<file path="config.mk">
export PLATFORM = sky130hd
export DESIGN_NAME = sec_mux2_arbiter
export DESIGN_NICKNAME = d
export VERILOG_FILES = /design/src/rtl/sec_mux2_arbiter.sv
export SDC_FILE = /design/constraint.sdc
export NUM_CORES = 1
export LEC_CHECK = 0
export BUFFER_PORTS_ARGS = -buffer_cell sky130_fd_sc_hd__clkbuf_2
export CORE_ASPECT_RATIO = 1.5
export CORE_MARGIN = 4
export CORE_UTILIZATION = 30
export DETAILED_ROUTE_END_ITERATION = 16
export PLACE_DENSITY = 0.95
export SKIP_CTS_REPAIR_TIMING = 1
export SLEW_MARGIN = 10
export SYNTH_ARGS = -nofsm -noshare
export SYNTH_HDL_FRONTEND = slang
export SYNTH_SLANG_ARGS = --single-unit
</file>
<file path="constraint.sdc">
create_clock -name clk -period 5.4 [get_ports clk]
set_clock_uncertainty 0.15 [all_clocks]
set_input_delay 1.62 -clock clk [delete_from_list [all_inputs] [get_ports clk]]
set_output_delay 1.62 -clock clk [all_outputs]
set_load 0.02 [all_outputs]
</file>
<file path="src/rtl/sec_mux2_arbiter.sv">
// sec_mux2_arbiter: two-requester arbiter feeding a shared output channel,
// with a one-cycle scrub bubble whenever ownership passes between requesters
// that carry different security domain labels. The data path is purely
// combinational from the owning requester; only the owner state is registered.
// Compile-time option: define SEC_ARB_TDM_EN to replace the work-conserving
// switch policy with fixed time slots of p_slot cycles per owner.
module sec_mux2_arbiter #(
    parameter int p_nbits = 32,
    parameter int p_slot  = 4
) (
    input  logic               clk,
    input  logic               reset,
    input  logic               in0_val,
    output logic               in0_rdy,
    input  logic [p_nbits-1:0] in0_msg,
    input  logic               in1_val,
    output logic               in1_rdy,
    input  logic [p_nbits-1:0] in1_msg,
    input  logic [1:0]         dom0,
    input  logic [1:0]         dom1,
    output logic               out_val,
    input  logic               out_rdy,
    output logic [p_nbits-1:0] out_msg,
    output logic               sel,
    output logic [1:0]         out_domain
);

    typedef enum logic [1:0] {
        OWN0    = 2'd0,
        SCRUB01 = 2'd1,
        OWN1    = 2'd2,
        SCRUB10 = 2'd3
    } state_t;

    state_t state;
    logic   switch_now;
    logic   same_dom;

    // Equal labels mean no information can leak across the handover.
    assign same_dom = (dom0 == dom1);

`ifdef SEC_ARB_TDM_EN
    if (p_slot < 1 || p_slot > 255) begin : g_bad_slot
        $error("p_slot must be in 1..255");
    end

    localparam logic [7:0] SLOT_LAST = 8'(p_slot - 1);

    logic [7:0] slot_cnt;

    // Fixed slots: the owner is released on the last cycle of its slot only.
    always_comb begin
        switch_now = 1'b0;
        if (state == OWN0 || state == OWN1) begin
            switch_now = (slot_cnt == SLOT_LAST);
        end
    end

    // Slot counter: counts owner cycles, clears when leaving an owner state
    // (so every owner state starts at zero) and holds through scrub.
    always_ff @(posedge clk) begin
        if (reset) begin
            slot_cnt <= 8'd0;
        end else if (state == OWN0 || state == OWN1) begin
            if (switch_now) begin
                slot_cnt <= 8'd0;
            end else begin
                slot_cnt <= slot_cnt + 8'd1;
            end
        end
    end
`else
    // Work-conserving: hand over when the other side is waiting and the
    // owner is either idle or completing its transfer in this cycle.
    always_comb begin
        switch_now = 1'b0;
        unique case (state)
            OWN0:    switch_now = in1_val && (!in0_val || out_rdy);
            OWN1:    switch_now = in0_val && (!in1_val || out_rdy);
            default: switch_now = 1'b0;
        endcase
    end
`endif

    // Owner FSM with registered mux select; scrub always lasts one cycle.
    always_ff @(posedge clk) begin
        if (reset) begin
            state <= OWN0;
            sel   <= 1'b0;
        end else begin
            unique case (state)
                OWN0: begin
                    if (switch_now) begin
                        state <= same_dom ? OWN1 : SCRUB01;
                        sel   <= 1'b1;
                    end
                end
                SCRUB01: begin
                    state <= OWN1;
                    sel   <= 1'b1;
                end
                OWN1: begin
                    if (switch_now) begin
                        state <= same_dom ? OWN0 : SCRUB10;
                        sel   <= 1'b0;
                    end
                end
                SCRUB10: begin
                    state <= OWN0;
                    sel   <= 1'b0;
                end
            endcase
        end
    end

    // Data path and handshakes: only the owner's signals reach the outputs,
    // scrub drives an all-zero bubble labelled with the incoming domain,
    // and reset blocks every handshake.
    always_comb begin
        out_val    = 1'b0;
        in0_rdy    = 1'b0;
        in1_rdy    = 1'b0;
        out_msg    = '0;
        out_domain = dom0;
        unique case (state)
            OWN0: begin
                out_val    = in0_val;
                in0_rdy    = out_rdy;
                out_msg    = in0_msg;
                out_domain = dom0;
            end
            SCRUB01: begin
                out_domain = dom1;
            end
            OWN1: begin
                out_val    = in1_val;
                in1_rdy    = out_rdy;
                out_msg    = in1_msg;
                out_domain = dom1;
            end
            SCRUB10: begin
                out_domain = dom0;
            end
        endcase
        if (reset) begin
            out_val = 1'b0;
            in0_rdy = 1'b0;
            in1_rdy = 1'b0;
            out_msg = '0;
        end
    end

endmodule
</file>
[Yosys cells after proc, flatten, opt, wreduce, memory -nomap -nowiden]
Cells that the tools add are included.
Operators by class
  equal/unequal tests: 6
  multiplexer cells: 18
  reduce and logical (&&, ||, !) cells: 10
Operators by type and width (number)
  one-hot mux 32 bit (2 select lines): 1
  2-to-1 mux 32 bit: 1
  2-to-1 mux 2 bit: 4
  one-hot mux 2 bit (4 select lines): 1
  2-to-1 mux 1 bit: 7
  == test 2 bit (second input constant): 2
  != test 2 bit (second input constant): 2
  one-hot mux 1 bit (2 select lines): 2
  one-hot mux 1 bit (4 select lines): 1
  one-hot mux 2 bit (2 select lines): 1
  OR reduction 2 bit: 2
  == test 2 x 1 -> 1 bit (second input constant): 1
  == test 2 bit: 1
  logical AND 1 bit: 2
  zero test 1 bit: 2
  zero test 2 bit: 1
  logical OR 1 bit: 2
  AND reduction 2 bit: 1
Storage, ports and cells
  register bits: 3
  bits of input ports: 73
  output and inout port bits: 38
  word-level logic and storage cells: 36

[Depth between registers and ports, before layout]
  word-level depth: 6
  mapped depth: 6
  gate-level depth less buffers: 6

[Least setup slack after synthesis]
Ideal clock, no wire load.
  path kind: input port to output port
  start: input port reset
  end: output port out_msg[10]
  data arrival time: 2255 ps
  data required time: 3630 ps
  setup slack: 1375 ps
  stages on the path: 4
  buffers on the path: 2
  path through: nor2b_1 buf_2 buf_6 a22o_1
Between the ends
  cells in the longest elaborated chain, start to end: 1
RTL lines
  start: declaration: line 12  | input logic reset,
  2-to-1 mux 32 bit: line 145  | if (reset) begin
  end: declaration: line 23  | output logic [p_nbits-1:0] out_msg,
Every way passes these cells.

[Worst setup path after layout]
  start: input port reset
  end: output port out_msg[7]
The elaborated chain is that of the path after synthesis.

==> flow_metrics.py <==
metrics = {
    "global_route": {
        "grt_first_pass_wirelength_um": 4370,
        "grt_max_degree": 35,
        "via_count_of_the_first_global_routing_pass": 1120,
        "grt_util_all_layers_pct": 18.8,
        "initial_antenna_violation_count": 0,
        "gr-total-overflow": 0,
    },
    "power_and_ir_drop": {
        "clock_power_share_pct": 9.7,
        "cellInternalPower_mw": 0.193,
        "power.sequential.fraction_pct": 9.2,
        "power_density_nw_per_um2": 327,
        "total_switching_power_mw": 0.205,
        "netSwitchingFraction_pct": 51.5,
        "ir_worst_vdd_v": 0.000198,
        "combPwrFrac_pct": 81.1,
        "static-leakage-power_nw": 0.751,
    },
    "timing": {
        "finalSetupViolations": 0,
        "hold_viol": 0,
        "final.min_clock_period_ps": 4410,
        "clock.fmax_mhz": 227,
        "worst_slew_pin_slew_ps": 326,
        "relative_slew_slack_pct": 78.2,
        "setup_tns_ps": 0,
        "rsz_0062_raised_after_global_routing": "false",
        "timing.final.crit_share_pct": 81.7,
        "final_max_slew_viol_count": 0,
    },
    "floorplanning": {
        "num_rows": 20,
        "design.portCount": 111,
        "design.core.area_sq_um": 2050,
        "fp.dieW_um": 46.3,
        "die_area_sq_um": 3030,
        "initial_standard_cell_utilization_of_the_core_pct": 32.1,
        "fp.dieH_um": 65.4,
    },
    "outcome": {
        "status": "complete, no violations",
    },
    "route": {
        "postRouteWirelength_um": 3020,
        "wl_per_cell_um": 14.7,
        "drt-vias-per-instance": 5.17,
        "route.antenna.remaining_nets": 0,
        "dr_total_vias": 1064,
        "drtIter0Drc": 6,
        "first_pass_iters": 4,
        "route.detailed.drc": 0,
    },
    "final_layout": {
        "area_growth_syn_to_layout_pct": 84.6,
        "diode_insertion_count_for_antenna_repair": 0,
        "fin_cells": 206,
        "drive_gt1_share_pct": 66.3,
        "filler_cell_count": 208,
        "layout.nets": 261,
    },
    "setup_path": {
        "number_of_buffers_and_inverters_on_the_critical_path": 3,
        "worst_ep_arrival_time_ps": 2640,
        "crit_path_max_fanout": 32,
        "critPathKind": "input port to output port",
        "crit_path_cell_trace": "clkbuf_2 -> nor2b_2 -> buf_4 -> a22o_1 -> clkbuf_2",
        "path_delay_family": "buffers and inverters",
        "crit_path_top_delay_cell": "buf_4",
        "cp-start-kind": "input port",
        "worst_path_largest_cell_delay_ps": 330,
        "critical_path.most_common_cell": "clkbuf_2",
        "crit_path_end_kind": "output port",
        "req_time_crit_path_ps": 3630,
    },
    "cts": {
        "clockRootBuffer": "clkbuf_4",
        "worst_skew_pair.late_latency_ps": 230,
        "path_clk_slew_ps": 30,
        "clock_buffer_count_from_cts": 3,
        "clock_tree.htree_level_count": 1,
        "tritoncts": "done",
        "clock_tree.buffer_depth": 2,
        "clock_sinks": 3,
    },
    "min_path": {
        "worst_hold_path_type": "flop to flop",
    },
    "logic_synthesis": {
        "yosys.cell_count.top_type": "a22o_1",
        "synth_top_flop_cell": "dfxtp_1",
        "yosys_warnings": 0,
        "postSynth.asyncResetShare_pct": 0,
        "yosys.area.top_type_share_pct": 43.8,
        "post_synth_main_area_contributors": "a22o_1, dfxtp_1, ha_1",
        "synth.yosys.seq_area_share_pct": 9.11,
        "netlist-cell-type-count": 23,
        "synth_commonest_cells": "a22o_1, nor2b_1",
        "netlist.top_cell.by_area": "a22o_1",
        "yosys_register_bits": 3,
        "post_synth_inst_count": 76,
        "syn_area_sq_um": 659,
        "synth_edf_count": 0,
        "synth_nets": 152,
        "avgSynthCellArea_sq_um": 8.68,
    },
    "placement": {
        "place_congestion": 0.768,
        "io_buffer_count": 110,
        "hpwl_um": 2630,
        "dp.cells": 202,
    },
    "job": {
        "max_cap_viol_count": 0,
    },
}
[stage by stage]
stage | instance area, sq um | power, mW | setup slack (ps) | hold WS, ps | util (%)
finish | 1220 | 0.398 | 987 | 359 | 59.3
global route | 1220 | 0.428 | 905 | 399 | 59.3
CTS | 1220 | 0.402 | 1000 | 360 | 59.3
detailed placement | 1190 | 0.360 | 1000 | 350 | 58.0
global placement | 1190 | 0.356 | 1020 | 360 | 58.0
floorplan | 659 | 0.267 | 1380 | 332 | -
[tightest hold or removal path: cells and delay by family (launching register included)]
family / cells / cell delay [ps]
DFF: 1 / 320
muxes: 1 / 70
and+or+nand+nor: 1 / 80
[metal layers]
layer	wire length (um)	vias up	share of wire [%]	track usage [%]
met2	1620	80	54	37.2
met4	18	0	0.60	7.47
met3	426	2	14	3.56
met5	0	-	0	0
li1	-	522	-	-
met1	955	460	32	16.9
[registers in the layout, summed over array words and instances (netlist names)]
register / flops
state: 2
sel: 1
[logic make-up after synthesis]
family / share of synthesized area [%]
AO/OA/AOI/OAI: 50.5
XOR/XNOR: 2.66
adder cells (fa/ha/maj): 5.69
buffers and inverters: 11.2
flip-flops: 9.11
multiplexers: 7.97
AND/OR/NAND/NOR: 12.9
[power groups by stage]
stage / sequential, mW / combinational [mW] / clock, mW
6_report: 0.0366 / 0.323 / 0.0386
5_1_grt: 0.0377 / 0.348 / 0.0419
4_1_cts: 0.0364 / 0.324 / 0.0409
3_5_place_dp: 0.0367 / 0.323 / 0
3_3_place_gp: 0.0366 / 0.320 / 0
2_1_floorplan: 0.0386 / 0.228 / 0
[layout make-up]
cell class / count / area, sq um / share of cell area [%]
Clock buffer: 4 / 26.3 / 2.16
Multi-Input combinational cell: 63 / 531 / 43.6
Inverter: 2 / 7.51 / 0.617
Sequential cell: 3 / 60.1 / 4.93
Timing Repair Buffer: 112 / 566 / 46.5
Tap cell: 22 / 27.5 / 2.26
[path summary, 6_finish.rpt]
kind / end / slack (ps) / from / cells past startpoint
worst max-delay path: out_msg[7] / 990 / reset / 5
worst min-delay path: sel$_SDFFE_PP0P_ / 360 / sel$_SDFFE_PP0P_ / 2
worst max register to register: state[1]$_SDFFE_PP0P_ / 3700 / state[0]$_SDFFE_PP0P_ / 6
worst min register to register: sel$_SDFFE_PP0P_ / 360 / sel$_SDFFE_PP0P_ / 2
[cells in the final DEF, fill, tap and decap left out, types with 3 or more instances in the layout]
cell,count
a22o_1,33
ha_1,3
clkbuf_2,110
clkbuf_4,3
mux2i_1,3
dfxtp_1,3
nor2_1,3
(Power assumes the default switching activity.)
